$ cat config.mk
export PLATFORM = sky130hd
export DESIGN_NAME = sprite_line_engine
export DESIGN_NICKNAME = d
export VERILOG_FILES = /design/src/rtl/sprite_line_engine.sv
export SDC_FILE = /design/constraint.sdc
export NUM_CORES = 2
export LEC_CHECK = 0
export ABC_AREA = 1
export ABC_CLOCK_PERIOD_IN_PS = 4200
export BUFFER_PORTS_ARGS = -buffer_cell sky130_fd_sc_hd__buf_2
export CAP_MARGIN = 20
export CORE_MARGIN = 1.5
export CORE_UTILIZATION = 57
export DETAILED_ROUTE_END_ITERATION = 6
export PLACE_DENSITY_LB_ADDON = 0.12
export SLEW_MARGIN = 10
export SYNTH_ARGS = -nofsm -noshare
export SYNTH_HDL_FRONTEND = slang
export SYNTH_SLANG_ARGS = --single-unit
$ cat constraint.sdc
create_clock -name clk -period 4.2 [get_ports clk]
set_clock_uncertainty 0.15 [all_clocks]
set_input_delay 0.63 -clock clk [delete_from_list [all_inputs] [get_ports clk]]
set_output_delay 0.63 -clock clk [all_outputs]
set_load 0.005 [all_outputs]
$ cat src/rtl/sprite_line_engine.sv
// Per-scanline sprite engine: scans a double-buffered attribute RAM for sprites
// on the next line, keeps up to MAX_SLOT hits, then streams their pattern rows into the line buffer.
module sprite_line_engine #(
    parameter int              NUM_SPRITE = 32,
    parameter int              MAX_SLOT   = 8,
    parameter int              SPR_W      = 16,
    parameter int              SPR_H      = 16,
    parameter int              PIX_W      = 16,
    parameter logic [PIX_W-1:0] TRANSP_KEY = '0,
    parameter int              ROM_AW     = 8 + $clog2(SPR_W * SPR_H)
) (
    input  logic                          clk,
    input  logic                          reset_n,
    input  logic                          line_start,
    input  logic [9:0]                    vcount,
    input  logic                          commit,
    input  logic                          spr_wr_en,
    input  logic [$clog2(NUM_SPRITE)-1:0] spr_wr_idx,
    input  logic [31:0]                   spr_wr_data,
    output logic [ROM_AW-1:0]             rom_addr,
    input  logic [PIX_W-1:0]              rom_q,
    output logic [9:0]                    pixel_col,
    output logic [PIX_W-1:0]              pixel_data,
    output logic                          pixel_wren,
    output logic                          overflow,
    output logic                          busy,
    output logic                          done
);

    localparam int IW = $clog2(NUM_SPRITE);
    localparam int CW = $clog2(NUM_SPRITE + 1);
    localparam int SW = $clog2(MAX_SLOT + 1);
    localparam int PW = $clog2(MAX_SLOT);
    localparam int XW = $clog2(SPR_W + 1);
    localparam int XB = $clog2(SPR_W);
    localparam int RW = $clog2(SPR_H);

    typedef enum logic [1:0] {IDLE, SCAN, DRAW, DONE} state_t;

    typedef struct packed {
        logic [9:0]    col;
        logic [7:0]    frame;
        logic          hflip;
        logic [RW-1:0] row_off;
    } slot_t;

    state_t         state_q, state_d;
    logic           bank_sel_q, bank_sel_d;
    logic           commit_pend_q, commit_pend_d;
    logic [9:0]     tgt_q, tgt_d, tgt_next;
    logic [CW-1:0]  scan_cnt_q, scan_cnt_d;
    logic           rd_valid_q, rd_valid_d;
    slot_t          slot_q [MAX_SLOT];
    slot_t          slot_d [MAX_SLOT];
    logic [SW-1:0]  slot_cnt_q, slot_cnt_d;
    logic           overflow_q, overflow_d;
    logic [PW-1:0]  draw_slot_q, draw_slot_d;
    logic [XW-1:0]  draw_x_q, draw_x_d;
    logic           stg_valid_q, stg_valid_d;
    logic [10:0]    stg_col_q, stg_col_d;
    logic           enter_done, swap;

    logic [31:0]    bank_mem [2][NUM_SPRITE];
    logic [31:0]    attr_rd_q;

    logic [10:0]    tgt_ext, row_ext, row_diff;
    logic           hit;
    slot_t          hit_slot, cur_slot;
    logic [XB-1:0]  x_lo, x_pat;
    logic           unused_attr;

    assign tgt_next = (vcount == 10'd524) ? 10'd0 : vcount + 10'd1;

    // Writes always target the back bank; the scan reads the active bank with one cycle of latency.
    always_ff @(posedge clk) begin
        if (spr_wr_en) begin
            bank_mem[~bank_sel_q][spr_wr_idx] <= spr_wr_data;
        end
        attr_rd_q <= bank_mem[bank_sel_q][scan_cnt_q[IW-1:0]];
    end

    assign tgt_ext  = {1'b0, tgt_q};
    assign row_ext  = {2'b00, attr_rd_q[26:18]};
    assign row_diff = tgt_ext - row_ext;
    assign hit      = attr_rd_q[31] && (tgt_ext >= row_ext) && (tgt_ext < row_ext + 11'(SPR_H));
    assign unused_attr = ^attr_rd_q[28:27];

    always_comb begin
        hit_slot.col     = attr_rd_q[17:8];
        hit_slot.frame   = attr_rd_q[7:0];
        hit_slot.hflip   = attr_rd_q[30];
        hit_slot.row_off = attr_rd_q[29] ? ~row_diff[RW-1:0] : row_diff[RW-1:0];
    end

    assign cur_slot = slot_q[draw_slot_q];
    assign x_lo     = draw_x_q[XB-1:0];
    assign x_pat    = cur_slot.hflip ? ~x_lo : x_lo;

    assign busy       = (state_q == SCAN) || (state_q == DRAW);
    assign done       = (state_q == DONE);
    assign overflow   = overflow_q;
    assign rom_addr   = ((state_q == DRAW) && (draw_x_q < XW'(SPR_W)))
                        ? ROM_AW'({cur_slot.frame, cur_slot.row_off, x_pat}) : '0;
    assign pixel_col  = stg_valid_q ? stg_col_q[9:0] : '0;
    assign pixel_data = stg_valid_q ? rom_q : '0;
    assign pixel_wren = stg_valid_q && (rom_q != TRANSP_KEY) && (stg_col_q <= 11'd639);

    // Next-state logic; line_start overrides whatever the current state decided.
    always_comb begin
        state_d       = state_q;
        bank_sel_d    = bank_sel_q;
        commit_pend_d = commit_pend_q;
        tgt_d         = tgt_q;
        scan_cnt_d    = scan_cnt_q;
        rd_valid_d    = 1'b0;
        slot_d        = slot_q;
        slot_cnt_d    = slot_cnt_q;
        overflow_d    = overflow_q;
        draw_slot_d   = draw_slot_q;
        draw_x_d      = draw_x_q;
        stg_valid_d   = 1'b0;
        stg_col_d     = stg_col_q;
        enter_done    = 1'b0;
        swap          = 1'b0;

        if (commit) begin
            if (busy) commit_pend_d = 1'b1;
            else      swap = 1'b1;
        end

        case (state_q)
            SCAN: begin
                if (scan_cnt_q < CW'(NUM_SPRITE)) begin
                    rd_valid_d = 1'b1;
                    scan_cnt_d = scan_cnt_q + 1'b1;
                end
                if (rd_valid_q && hit) begin
                    if (slot_cnt_q < SW'(MAX_SLOT)) begin
                        slot_d[slot_cnt_q[PW-1:0]] = hit_slot;
                        slot_cnt_d = slot_cnt_q + 1'b1;
                    end else begin
                        overflow_d = 1'b1;
                    end
                end
                if ((scan_cnt_q == CW'(NUM_SPRITE)) && !rd_valid_q) begin
                    if (slot_cnt_q == '0) begin
                        state_d    = DONE;
                        enter_done = 1'b1;
                    end else begin
                        state_d     = DRAW;
                        draw_slot_d = PW'(slot_cnt_q - 1'b1);
                        draw_x_d    = '0;
                    end
                end
            end
            DRAW: begin
                if (draw_x_q < XW'(SPR_W)) begin
                    stg_valid_d = 1'b1;
                    stg_col_d   = 11'(cur_slot.col) + 11'(draw_x_q);
                    draw_x_d    = draw_x_q + 1'b1;
                end else if (draw_slot_q == '0) begin
                    state_d    = DONE;
                    enter_done = 1'b1;
                end else begin
                    draw_slot_d = draw_slot_q - 1'b1;
                    draw_x_d    = '0;
                end
            end
            default: ;
        endcase

        if (line_start) begin
            overflow_d  = 1'b0;
            slot_cnt_d  = '0;
            scan_cnt_d  = '0;
            rd_valid_d  = 1'b0;
            stg_valid_d = 1'b0;
            tgt_d       = tgt_next;
            enter_done  = (tgt_next >= 10'd480);
            state_d     = enter_done ? DONE : SCAN;
        end

        // A commit that arrived while busy is applied as the line finishes.
        if (enter_done && (commit_pend_q || commit)) begin
            swap          = 1'b1;
            commit_pend_d = 1'b0;
        end
        if (swap) bank_sel_d = ~bank_sel_q;
    end

    always_ff @(posedge clk or negedge reset_n) begin
        if (!reset_n) begin
            state_q       <= IDLE;
            bank_sel_q    <= 1'b0;
            commit_pend_q <= 1'b0;
            tgt_q         <= '0;
            scan_cnt_q    <= '0;
            rd_valid_q    <= 1'b0;
            for (int i = 0; i < MAX_SLOT; i++) slot_q[i] <= '0;
            slot_cnt_q    <= '0;
            overflow_q    <= 1'b0;
            draw_slot_q   <= '0;
            draw_x_q      <= '0;
            stg_valid_q   <= 1'b0;
            stg_col_q     <= '0;
        end else begin
            state_q       <= state_d;
            bank_sel_q    <= bank_sel_d;
            commit_pend_q <= commit_pend_d;
            tgt_q         <= tgt_d;
            scan_cnt_q    <= scan_cnt_d;
            rd_valid_q    <= rd_valid_d;
            slot_q        <= slot_d;
            slot_cnt_q    <= slot_cnt_d;
            overflow_q    <= overflow_d;
            draw_slot_q   <= draw_slot_d;
            draw_x_q      <= draw_x_d;
            stg_valid_q   <= stg_valid_d;
            stg_col_q     <= stg_col_d;
        end
    end

endmodule

==> key figures <==
Run status
  • Status: finished clean

GRT
  • Global-route total usage across every layer: 0.318
  • Via count of the first global-routing pass: 58200
  • GR Overflow Total: 0
  • First-pass GRT wire length: 374000 µm
  • Number of antenna violations at the first check in global routing: 16
  • Pin count of the biggest net entering global routing: 166

Floorplan
  • Initial standard-cell utilization of the core: 0.573
  • DIE AREA: 0.159 mm²
  • Core Region: 0.156 mm²
  • Die boundary width: 399 µm
  • Number of placed I/O pins: 114
  • Standard-cell row count: 145
  • Die Span Y: 399 µm

Clock tree
  • CTS clock-pin slew for the worst setup and hold paths: 0.06 ns
  • Postcts setup bufs: 0
  • CTS H-Tree Depth: 4
  • Clock tree from TritonCTS: yes
  • Sink count of the clock tree: 2180
  • Clock root cell: sky130_fd_sc_hd__clkbuf_16
  • Number of buffers inserted during clock tree synthesis: 215
  • Clock network latency to the later pin of the worst-skew pair: 0.83 ns
  • Clock buffer depth: 3

STA
  • Unrepaired setup endpoints after global routing: no
  • Max Clock Freq: 259 MHz
  • Slew of the pin with the lowest slew margin: 1.17 ns
  • Post-layout worst setup margin: 0.343 ns
  • Setup tns final: 0 ns
  • Final count of hold timing violations: 0
  • Final min period: 3.86 ns
  • Part of the cycle the worst path needs: 0.918
  • Relative slew slack: 0.221
  • Number of pins with negative max-slew slack in the final report: 0
  • Final setup violation count: 0

Setup path
  • CP max stage cell: sky130_fd_sc_hd__dfrtp_2
  • Sequence of cells on the critical path: clkinv_2, buf_8, o21ai_0, o22ai_1, nand2_1, o211ai_1, o21ai_0, a21oi_1, buf_2
  • CP Class: reg2out
  • Kind of capture point of the worst setup path: output pin
  • Category of the worst setup path launch point: flop
  • Max stage delay on crit path: 0.43 ns
  • Worst Path Max Fanout: 50
  • Cell occurring most often along the worst timing path: sky130_fd_sc_hd__o21ai_0
  • Worst Path Buf+Inv: 3
  • Arrival time reported for the critical path endpoint: 3.08 ns
  • Endpoint required time on the critical path: 3.42 ns
  • Top delay family on crit path: compound AO/OA/AOI/OAI gates

Yosys
  • Number of distinct standard cells referenced by the synthesized netlist: 45
  • Post-synth net total: 7862
  • Mean cell area of the mapped netlist: 11.5 µm²
  • Number of enable-type register cells in the synthesized netlist: 1920
  • Post-synthesis register bit count: 2180
  • Flip-flop cell with the highest count after synthesis: sky130_fd_sc_hd__edfxtp_1
  • Gate count of the mapped netlist: 7760
  • Post-synthesis instance area: 0.0893 mm²
  • Yosys Warn Count: 0
  • Share of synthesized flip-flops with an asynchronous set or reset: 0.106
  • Seq/Total Area, Yosys: 0.717

Place
  • Count of buffers from port buffering: 111
  • Half-perimeter wire length after placement: 142000 µm
  • Gp weighted congestion: 0.867
  • Placement-stage worst setup slack: 0.686 ns
  • Total cell area at the placement stage: 0.0925 mm²

Route
  • Average via count per standard cell: 6.14
  • Drc violations: 0
  • Initial DRC count: 8001
  • Total detailed-routing wirelength: 253000 µm
  • Drt wl/cell: 25.3 µm
  • Antenna violation net count after detailed routing: 0
  • Total iterations of the first detailed-routing run: 6
  • Vias: 61600

Layout
  • Number of nets in the layout: 7879
  • Most frequent standard cell in the layout excluding fill and tap cells: sky130_fd_sc_hd__edfxtp_1
  • Final design area excluding fillers: 0.0994 mm²
  • Top library cells by usage in the layout, fill and taps aside: sky130_fd_sc_hd__edfxtp_1 (1920), sky130_fd_sc_hd__nand2_1 (1592), sky130_fd_sc_hd__nor2_1 (1073)
  • Layout cells sized above 1: 0.0898
  • Area delta synth->final: 11.3%

Pwr
  • P_leak: 36.2 nW
  • Power per cell area: 576 mW/mm²
  • Largest voltage drop on the vdd net: 512 µV

Hold path
  • Type of the tightest min-delay check: in2reg

Job
  • Max-capacitance violation count: 0
## tightest hold or removal path: stages
cell                      delay [ns]
sky130_fd_sc_hd__buf_2          0.11
sky130_fd_sc_hd__nand2_1        0.05
sky130_fd_sc_hd__nand2_1        0.12
sky130_fd_sc_hd__o21ai_0        0.09
## sequential cells by signal, summed over array words and instances (netlist names), 2 cells and up
signal       flops
tgt_q           10
draw_x_q         5
slot_cnt_q       4
bank_mem      1920
stg_col_q       11
attr_rd_q       30
state_q          2
slot_q         184
draw_slot_q      3
scan_cnt_q       6
## cell type report
type,instances,area (µm²)
clock inverters,123,1040
fillers,11900,56500
multi-input cells,4891,22500
flip-flops and latches,2180,64000
clock buffers,277,5730
diodes,4,10.0
well taps,2058,2570
repair buffers,343,2840
inverters,146,596
## repair_timing
action,CTS,global route
endpoints found under the setup margin,0,4
resized for setup,0,4
hold endpoints to repair,110,0
hold buffers,4,0
## worst paths after layout
kind | from | to | slack (ns) | depth (start not counted)
min reg2reg | slot_q[23]$_DFFE_PN0P_ | slot_q[23]$_DFFE_PN0P_ | 0.32 | 2
min | vcount[6] | tgt_q[6]$_DFFE_PN0P_ | 0.08 | 4
max reg2reg | bank_sel_q$_DFFE_PN0P_ | attr_rd_q[26]$_DFF_P_ | 0.63 | 11
max | draw_slot_q[0]$_DFFE_PN0P_ | rom_addr[1] | 0.34 | 9
min in group asynchronous | reset_n | slot_q[108]$_DFFE_PN0P_ | 0.32 | 2
max in group asynchronous | reset_n | scan_cnt_q[1]$_DFFE_PN0P_ | 2.52 | 3
## synthesized netlist by cell type (2+ instances only)
library cell | number | area (µm²)
sky130_fd_sc_hd__nor4_1 | 5 | 31.3
sky130_fd_sc_hd__inv_1 | 138 | 518
sky130_fd_sc_hd__buf_4 | 12 | 90.1
sky130_fd_sc_hd__edfxtp_1 | 1920 | 57700
sky130_fd_sc_hd__a31oi_1 | 19 | 119
sky130_fd_sc_hd__o21ai_0 | 1065 | 5330
sky130_fd_sc_hd__o221ai_1 | 2 | 17.5
sky130_fd_sc_hd__nand3_1 | 443 | 2220
sky130_fd_sc_hd__clkbuf_2 | 19 | 95.1
sky130_fd_sc_hd__dfrtp_1 | 230 | 5760
sky130_fd_sc_hd__a21oi_1 | 49 | 245
sky130_fd_sc_hd__nor2_1 | 1107 | 4160
sky130_fd_sc_hd__nand2_1 | 1592 | 5980
sky130_fd_sc_hd__o22ai_1 | 471 | 2950
sky130_fd_sc_hd__buf_6 | 32 | 360
sky130_fd_sc_hd__dfxtp_1 | 30 | 601
sky130_fd_sc_hd__inv_2 | 5 | 18.8
sky130_fd_sc_hd__buf_1 | 30 | 113
sky130_fd_sc_hd__buf_2 | 163 | 816
sky130_fd_sc_hd__o211ai_1 | 5 | 37.5
sky130_fd_sc_hd__fa_1 | 2 | 40.0
sky130_fd_sc_hd__xor2_1 | 12 | 105
sky130_fd_sc_hd__ha_1 | 32 | 400
sky130_fd_sc_hd__xnor2_1 | 5 | 43.8
sky130_fd_sc_hd__clkbuf_1 | 286 | 1070
sky130_fd_sc_hd__nand3b_1 | 2 | 15.0
sky130_fd_sc_hd__o21a_1 | 2 | 15.0
sky130_fd_sc_hd__nor2_2 | 2 | 12.5
sky130_fd_sc_hd__nor3_1 | 59 | 295
sky130_fd_sc_hd__nand4_1 | 6 | 37.5
## power by group
part / switching [W] / internal (W) / leakage, nW
Combinational: 0.0100 / 0.00393 / 12.2
Clock: 0.00817 / 0.0105 / 3.31
Sequential: 0.000529 / 0.0241 / 20.7
## per-layer routing
| metal | wire length [µm] | up-vias | track usage | share of wire |
|---|---|---|---|---|
| met1 | 102000 | 30400 | 0.451 | 0.40 |
| li1 | - | 27600 | - | - |
| met4 | 10100 | 8 | 0.124 | 0.040 |
| met2 | 117000 | 3082 | 0.495 | 0.46 |
| met5 | 58 | - | 0 | 0.00023 |
| met3 | 24400 | 488 | 0.0544 | 0.096 |
## stage by stage
| step | total power, W | hold slack, ns | std cells | utilization |
|---|---|---|---|---|
| after global placement | 0.0385 | 0.298 | 9610 | 0.593 |
| after detailed placement | 0.0388 | 0.303 | 9612 | 0.593 |
| after global routing | 0.0595 | 0.0605 | 10000 | 0.638 |
| after floorplan | 0.0340 | 0.184 | 7760 | - |
| after CTS | 0.0571 | 0.0292 | 10000 | 0.637 |
| final | 0.0572 | 0.0819 | 10000 | 0.638 |
## cells by family after synthesis
| family | share of synthesized area |
|---|---|
| adders and majority gates | 0.00493 |
| xor gates and xnor gates | 0.00167 |
| and+or+nand+nor | 0.143 |
| AOI/OAI and AO/OA | 0.0982 |
| DFF | 0.717 |
| buffers and inverters | 0.0349 |
No activity file was read; power rests on OpenSTA's default activity.
